$ cat src/rtl/multy_seq.sv
// Iterative WIDTH x WIDTH signed/unsigned multiplier with start/busy/done handshake.
// Define MULTY_ACC_EN to add the captured acc_in term to the product (MADD/MADDU).
module multy_seq #(
  parameter int unsigned WIDTH          = 32,
  parameter int unsigned BITS_PER_CYCLE = 1
) (
  input  logic                 clk,
  input  logic                 rst,
  input  logic                 start,
  input  logic                 flush,
  input  logic                 isSigned,
  input  logic [WIDTH-1:0]     a,
  input  logic [WIDTH-1:0]     b,
  input  logic [2*WIDTH-1:0]   acc_in,
  output logic                 busy,
  output logic                 done,
  output logic [2*WIDTH-1:0]   z
);

  localparam int unsigned N     = WIDTH / BITS_PER_CYCLE;
  localparam int unsigned CNT_W = (N > 1) ? $clog2(N) : 1;

  typedef enum logic [1:0] {IDLE, CALC, FIX} state_t;

  state_t               state, stateNext;
  logic [2*WIDTH-1:0]   mcand;
  logic [WIDTH-1:0]     mplier;
  logic [2*WIDTH-1:0]   partial;
  logic [CNT_W-1:0]     count;
  logic                 resNeg;
  logic [WIDTH-1:0]     aMag, bMag;
  logic [2*WIDTH-1:0]   addend;
  logic [2*WIDTH-1:0]   product;
  logic [2*WIDTH-1:0]   result;
  logic                 accept;
  logic                 lastCount;

  // Magnitudes stay WIDTH-bit unsigned so the most negative operand is exact.
  assign aMag      = (isSigned && a[WIDTH-1]) ? (~a + 1'b1) : a;
  assign bMag      = (isSigned && b[WIDTH-1]) ? (~b + 1'b1) : b;
  assign accept    = start && !flush;
  assign lastCount = (count == CNT_W'(N - 1));
  assign product   = resNeg ? (~partial + 1'b1) : partial;

`ifdef MULTY_ACC_EN
  logic [2*WIDTH-1:0] accReg;
  assign result = product + accReg;
`else
  logic unusedAcc;
  assign unusedAcc = ^acc_in;
  assign result    = product;
`endif

  // mcand is pre-shifted each step, so bit k of the digit adds mcand << k.
  always_comb begin
    addend = '0;
    for (int unsigned k = 0; k < BITS_PER_CYCLE; k++) begin
      if (mplier[k]) addend = addend + (mcand << k);
    end
  end

  always_ff @(posedge clk or posedge rst) begin
    if (rst) state <= IDLE;
    else     state <= stateNext;
  end

  always_comb begin
    stateNext = state;
    busy      = (state != IDLE);
    case (state)
      IDLE:    if (accept) stateNext = CALC;
      CALC:    if (flush) stateNext = IDLE;
               else if (lastCount) stateNext = FIX;
      FIX:     stateNext = IDLE;
      default: stateNext = IDLE;
    endcase
  end

  always_ff @(posedge clk or posedge rst) begin
    if (rst) begin
      mcand   <= '0;
      mplier  <= '0;
      partial <= '0;
      count   <= '0;
      resNeg  <= 1'b0;
      done    <= 1'b0;
      z       <= '0;
`ifdef MULTY_ACC_EN
      accReg  <= '0;
`endif
    end else begin
      done <= 1'b0;
      case (state)
        IDLE: begin
          if (accept) begin
            mcand   <= {{WIDTH{1'b0}}, aMag};
            mplier  <= bMag;
            partial <= '0;
            count   <= '0;
            resNeg  <= isSigned & (a[WIDTH-1] ^ b[WIDTH-1]);
`ifdef MULTY_ACC_EN
            accReg  <= acc_in;
`endif
          end
        end
        CALC: begin
          if (!flush) begin
            partial <= partial + addend;
            mcand   <= mcand << BITS_PER_CYCLE;
            mplier  <= mplier >> BITS_PER_CYCLE;
            count   <= count + 1'b1;
          end
        end
        FIX: begin
          if (!flush) begin
            z    <= result;
            done <= 1'b1;
          end
        end
        default: ;
      endcase
    end
  end

endmodule

$ cat config.mk
export PLATFORM = sky130hd
export DESIGN_NAME = multy_seq
export DESIGN_NICKNAME = d
export VERILOG_FILES = /design/src/rtl/multy_seq.sv
export SDC_FILE = /design/constraint.sdc
export NUM_CORES = 1
export LEC_CHECK = 0
export ABC_AREA = 1
export BUFFER_PORTS_ARGS = -buffer_cell sky130_fd_sc_hd__buf_2
export CELL_PAD_IN_SITES_DETAIL_PLACEMENT = 1
export CELL_PAD_IN_SITES_GLOBAL_PLACEMENT = 1
export CORE_ASPECT_RATIO = 2
export CORE_UTILIZATION = 45
export CTS_CLUSTER_DIAMETER = 30
export DETAILED_ROUTE_END_ITERATION = 16
export PLACE_DENSITY = 0.84
export RECOVER_POWER = 25
export SYNTH_ARGS = -nofsm -noshare
export SYNTH_HDL_FRONTEND = slang
export SYNTH_SLANG_ARGS = --single-unit
$ cat constraint.sdc
create_clock -name clk -period 14.88 [get_ports clk]
set_clock_uncertainty 0.1 [all_clocks]
set_input_delay 1.488 -clock clk [delete_from_list [all_inputs] [get_ports clk]]
set_output_delay 1.488 -clock clk [all_outputs]
set_load 0.1 [all_outputs]
; ---- Word-level counts from Yosys, hierarchy flattened
; Index checks and enable logic that the tools add are counted.
[classes]
eq_ne = 6
add_sub_neg = 5
mux = 22
reduce_logical = 11
bitwise = 6
[ops]
columns = cell, count
row1 = two-way mux 64 bit, 6
row2 = one-hot mux 64 bit (2 select lines), 2
row3 = two-way mux 32 bit, 4
row4 = "adder 32 x 1 -> 32 bit, second input constant", 2
row5 = "adder 64 x 1 -> 64 bit, second input constant", 1
row6 = adder 64 bit, 1
row7 = inverter 32 bit, 2
row8 = inverter 64 bit, 1
row9 = one-hot mux 32 bit (2 select lines), 1
row10 = two-way mux 5 bit, 2
row11 = one-hot mux 5 bit (2 select lines), 1
row12 = two-way mux 2 bit, 3
row13 = AND reduction 2 bit, 3
row14 = "adder 5 x 1 -> 5 bit, second input constant", 1
row15 = "equality test 5 bit, second input constant", 1
row16 = "!= test 2 bit, second input constant", 2
row17 = one-hot mux 2 bit (2 select lines), 1
row18 = nonzero test 2 bit, 2
row19 = logical AND 1 bit, 3
row20 = "!= test 3 bit, second input constant", 1
row21 = AND reduction 3 bit, 1
row22 = "equality test 2 x 1 -> 1 bit, second input constant", 1
row23 = "equality test 2 bit, second input constant", 1
row24 = zero test 2 bit, 1
row25 = 5 further kinds, 6
[totals]
elab_cells = 58
ff_bits = 233

; ---- Depth between registers and ports, before layout
[logic_depth]
word_depth = 5
depth_mapped = 20
mapped_depth_nobuf = 18

; ---- Worst setup path before layout
; Ideal clock, no wire load.
[synth_timing]
kind = input to register
from = input port a[1]
to = register mcand[20]
setup_slack_ns = 12.018
stages = 11
t_arrival_ns = 2.641
path_cell_list = inv_1 > ha_1 > nand4_1 > nor2_2 > nand2_1 > nor2_1 > nand2_1 > nand3_1 > nand2_1 > o21ai_1 > nand2_1
[synth_between]
elab_chain_len = 5
[synth_rtl]
columns = item, line
row1 = from (decl), 12  ; input logic [WIDTH-1:0] a,
row2 = inverter 32 bit, 39  ; assign aMag = (isSigned && a[WIDTH-1]) ? (~a + 1'b1) : a;
row3 = adder 32 x 1 -> 32 bit, 39
row4 = two-way mux 32 bit, 39
row5 = two-way mux 64 bit, 95  ; if (accept) begin
row6 = one-hot mux 64 bit (2 select lines), 93  ; case (state)
row7 = to (signal assigned), 96  ; mcand <= {{WIDTH{1'b0}}, aMag};
row8 = to (signal assigned), 109  ; mcand <= mcand << BITS_PER_CYCLE;
row9 = to (decl), 26  ; logic [2*WIDTH-1:0] mcand;
; No other way between the ends. The select of a mux whose other input is x is not followed.
; A chain may end at the register's enable or synchronous reset.

==> flow_summary.json <==
{
  "most-common-layout-cells": "1,191 x nand2_1, 559 x inv_1, 318 x nor2_1, 231 x dfrtp_1, 198 x nand3_1",
  "vias": 21400,
  "antenna_found_initial": 0,
  "yosys.area.top_type": "dfrtp_1",
  "synth_area_um2": 19200,
  "cts.clk_slew.worst_paths_ns": 0.05,
  "fp-row-count": 106,
  "post_cts_resized": 0,
  "gp_congestion": 0.993,
  "worstMarginPinSlew_ns": 5.12,
  "hold_viol_final": 0,
  "fmaxAchievable_mhz": 194,
  "critPathSlowestCell": "clkinvlp_2",
  "crit_buf_inv": 2,
  "die_x_um": 148,
  "fp.dieH_um": 294,
  "drc": 0,
  "antenna_cells": 0,
  "final_common_cell": "nand2_1",
  "path_max_fanout": 107,
  "violations": "max-capacitance violations, max-slew violations",
  "arrival_ns": 4.49,
  "hp-class": "register to register",
  "finalCriticalPeriod_ns": 5.15,
  "die-area_um2": 43600,
  "r2r_end": "z[31]",
  "final_cells": 3920,
  "cts_buffers": 47,
  "synth_edf_count": 0,
  "setup-violations-final": 0,
  "clk-insertion-delay-late_ns": 0.57,
  "clkSinkCount": 233,
  "yosys_warnings": 0,
  "dp_cells": 3835,
  "grt_pass1_vias": 23200,
  "first_iter_violations": 651,
  "grt_pass1_wl_um": 125000,
  "multi_input_area_um2": 10900,
  "synth.distinct_cells": 47,
  "crit_chain": "buf_2, clkinvlp_2",
  "ctsLongestPathBuffers": 3,
  "wl_um": 79500,
  "post_drt_wl_per_cell_um": 20.3,
  "min_to": "z[59]",
  "critPathCaptureType": "async pin",
  "fin_crit_sh_pct": 34.6,
  "seqCellArea_um2": 5830,
  "fin_setup_tns_ns": 0,
  "initial_utilization_pct": 45.8,
  "track_usage_pct": 37.3,
  "grt_setup_unrepaired": "no",
  "irDropWorstVdd_mv": 0.0918,
  "grt.overflow.total": 0,
  "cp-start-kind": "input pin",
  "crit_required_ns": 14.23,
  "holdPathStages": 2,
  "core_um2": 42000,
  "hold_start": "z[59]",
  "worstSetupPathType": "input pin to async pin",
  "nFillCells": 5994,
  "max_stage_delay_ns": 2.80,
  "ios": 199,
  "power_density_nw_per_um2": 148,
  "post-dp-hpwl_um": 62500,
  "fin_nets": 3546,
  "cts_max_level": 2,
  "drive_gt1_share_pct": 8.31,
  "crit_family": "buffers and inverters",
  "seq_area_frac_synth_pct": 30.3,
  "synth_top_cell_area_share_pct": 30.3,
  "area_growth_pct": 13.8,
  "p_leak_nw": 12.7,
  "syn_area_per_cell_um2": 5.95,
  "drv_cap": 2,
  "holdWs_ns": 0.373,
  "cts_setup_buffers": 0,
  "slew-limit-headroom_pct": -243,
  "grt_max_degree": 108,
  "maxSlewViolCount": 198,
  "r2r_slack_ns": 10.90,
  "ys_top_cells_by_area": "dfrtp_1 30%, nand2_1 23%, inv_1 11%, nor2_1 6.2%, nand3_1 5.1%",
  "drtAntennaViolNets": 0,
  "synth-seq-cells": 233,
  "ys.flop_type": "dfrtp_1",
  "reg2regPathDepth": 6,
  "routed_via_density": 5.46,
  "status": "complete, but fails checks",
  "holdBufCountCts": 0,
  "syn_nets": 3435,
  "totalPowerFinal_mw": 3.24,
  "ys_async_sr_fraction_pct": 100,
  "reg2reg_from": "state[1]",
  "port_buffers": 134,
  "firstDrtPassIters": 5,
  "clockRootBuffer": "clkbuf_16",
  "tritoncts": "done",
  "syn_inst": 3233
}
## routing by layer
metal	global-route usage [%]	wire, um	vias to the layer above
met2	70.8	42000	499
met1	33.4	26300	10300
met4	35.5	8830	0
met5	0	0	-
met3	4.38	2420	320
li1	-	-	10300
## sequential cells by signal, summed over array words and instances (netlist names)
name / flops
state: 2
mcand: 64
partial: 64
count: 5
done: 1
resNeg: 1
mplier: 32
z: 64
## cell usage after synthesis, types with 2 or more instances
master	number
nand3b_1	8
nand4_1	33
nand3_1	198
nor2_1	318
nand3_2	4
and3_1	2
o21ai_1	22
clkbuf_1	34
inv_2	10
nor3_2	3
dfrtp_1	233
o22ai_1	42
o21a_1	2
buf_1	19
nand2_1	1191
xor2_1	38
nor2_4	7
o31ai_1	7
o21ai_0	164
nor4_1	4
or2_2	6
nor2_2	14
a22oi_1	5
buf_2	25
ha_1	68
nand4_2	2
o211ai_1	11
xnor2_1	4
nor3_1	28
buf_4	6
o21bai_1	3
a21oi_1	136
a22o_1	2
nand2_2	7
a31oi_1	7
inv_1	559
## cell type report
type / instances / share of cell area [%]
timing repair buffer: 147 / 3.48
inverter: 569 / 9.75
multi-input combinational: 2346 / 49.8
tap: 540 / 3.08
clock inverter: 31 / 1.71
sequential: 233 / 26.6
clock buffer: 54 / 5.58
## where the power goes
part | internal (mW) | switching, mW
Combinational | 0.355 | 0.907
Clock | 0.697 | 0.386
Sequential | 0.734 | 0.159
Total | 1.79 | 1.45
## how the worst max path moves through the flow
stage / slack [ns] / depth (start not counted) / endpoint / from
after detailed placement: 10.77 / 10 / mcand[19] / flush
after global routing: 8.86 / 2 / resNeg / rst
after floorplan: 6.90 / 1 / count[0] / rst
after CTS: 11.23 / 12 / partial[24] / mplier[0]
after global placement: 10.82 / 10 / mcand[19] / flush
final: 9.73 / 2 / resNeg / rst
## per-stage QoR
stage          instance area [um^2]  setup slack (ns)  util [%]
4_1_cts                       21900             11.23      52.2
5_1_grt                       21900              8.86      52.1
3_5_place_dp                  20300             10.77      48.4
6_report                      21900              9.73      52.1
2_1_floorplan                 19200              6.90         -
3_3_place_gp                  20300             10.82      48.4
## logic make-up (layout without fill, tap and decap cells)
logic type                 Yosys count  count (layout)  synth area share, %
adders and majority gates           69              69                 4.53
xor gates and xnor gates            42              42                 1.91
and+or+nand+nor                   1828            1828                 38.8
DFF                                233             233                 30.3
muxes                                1               1               0.0520
buffers and inverters              654             801                 13.1
AOI/OAI and AO/OA                  406             406                 11.4
Note: power is estimated with default switching activity, not from simulation.
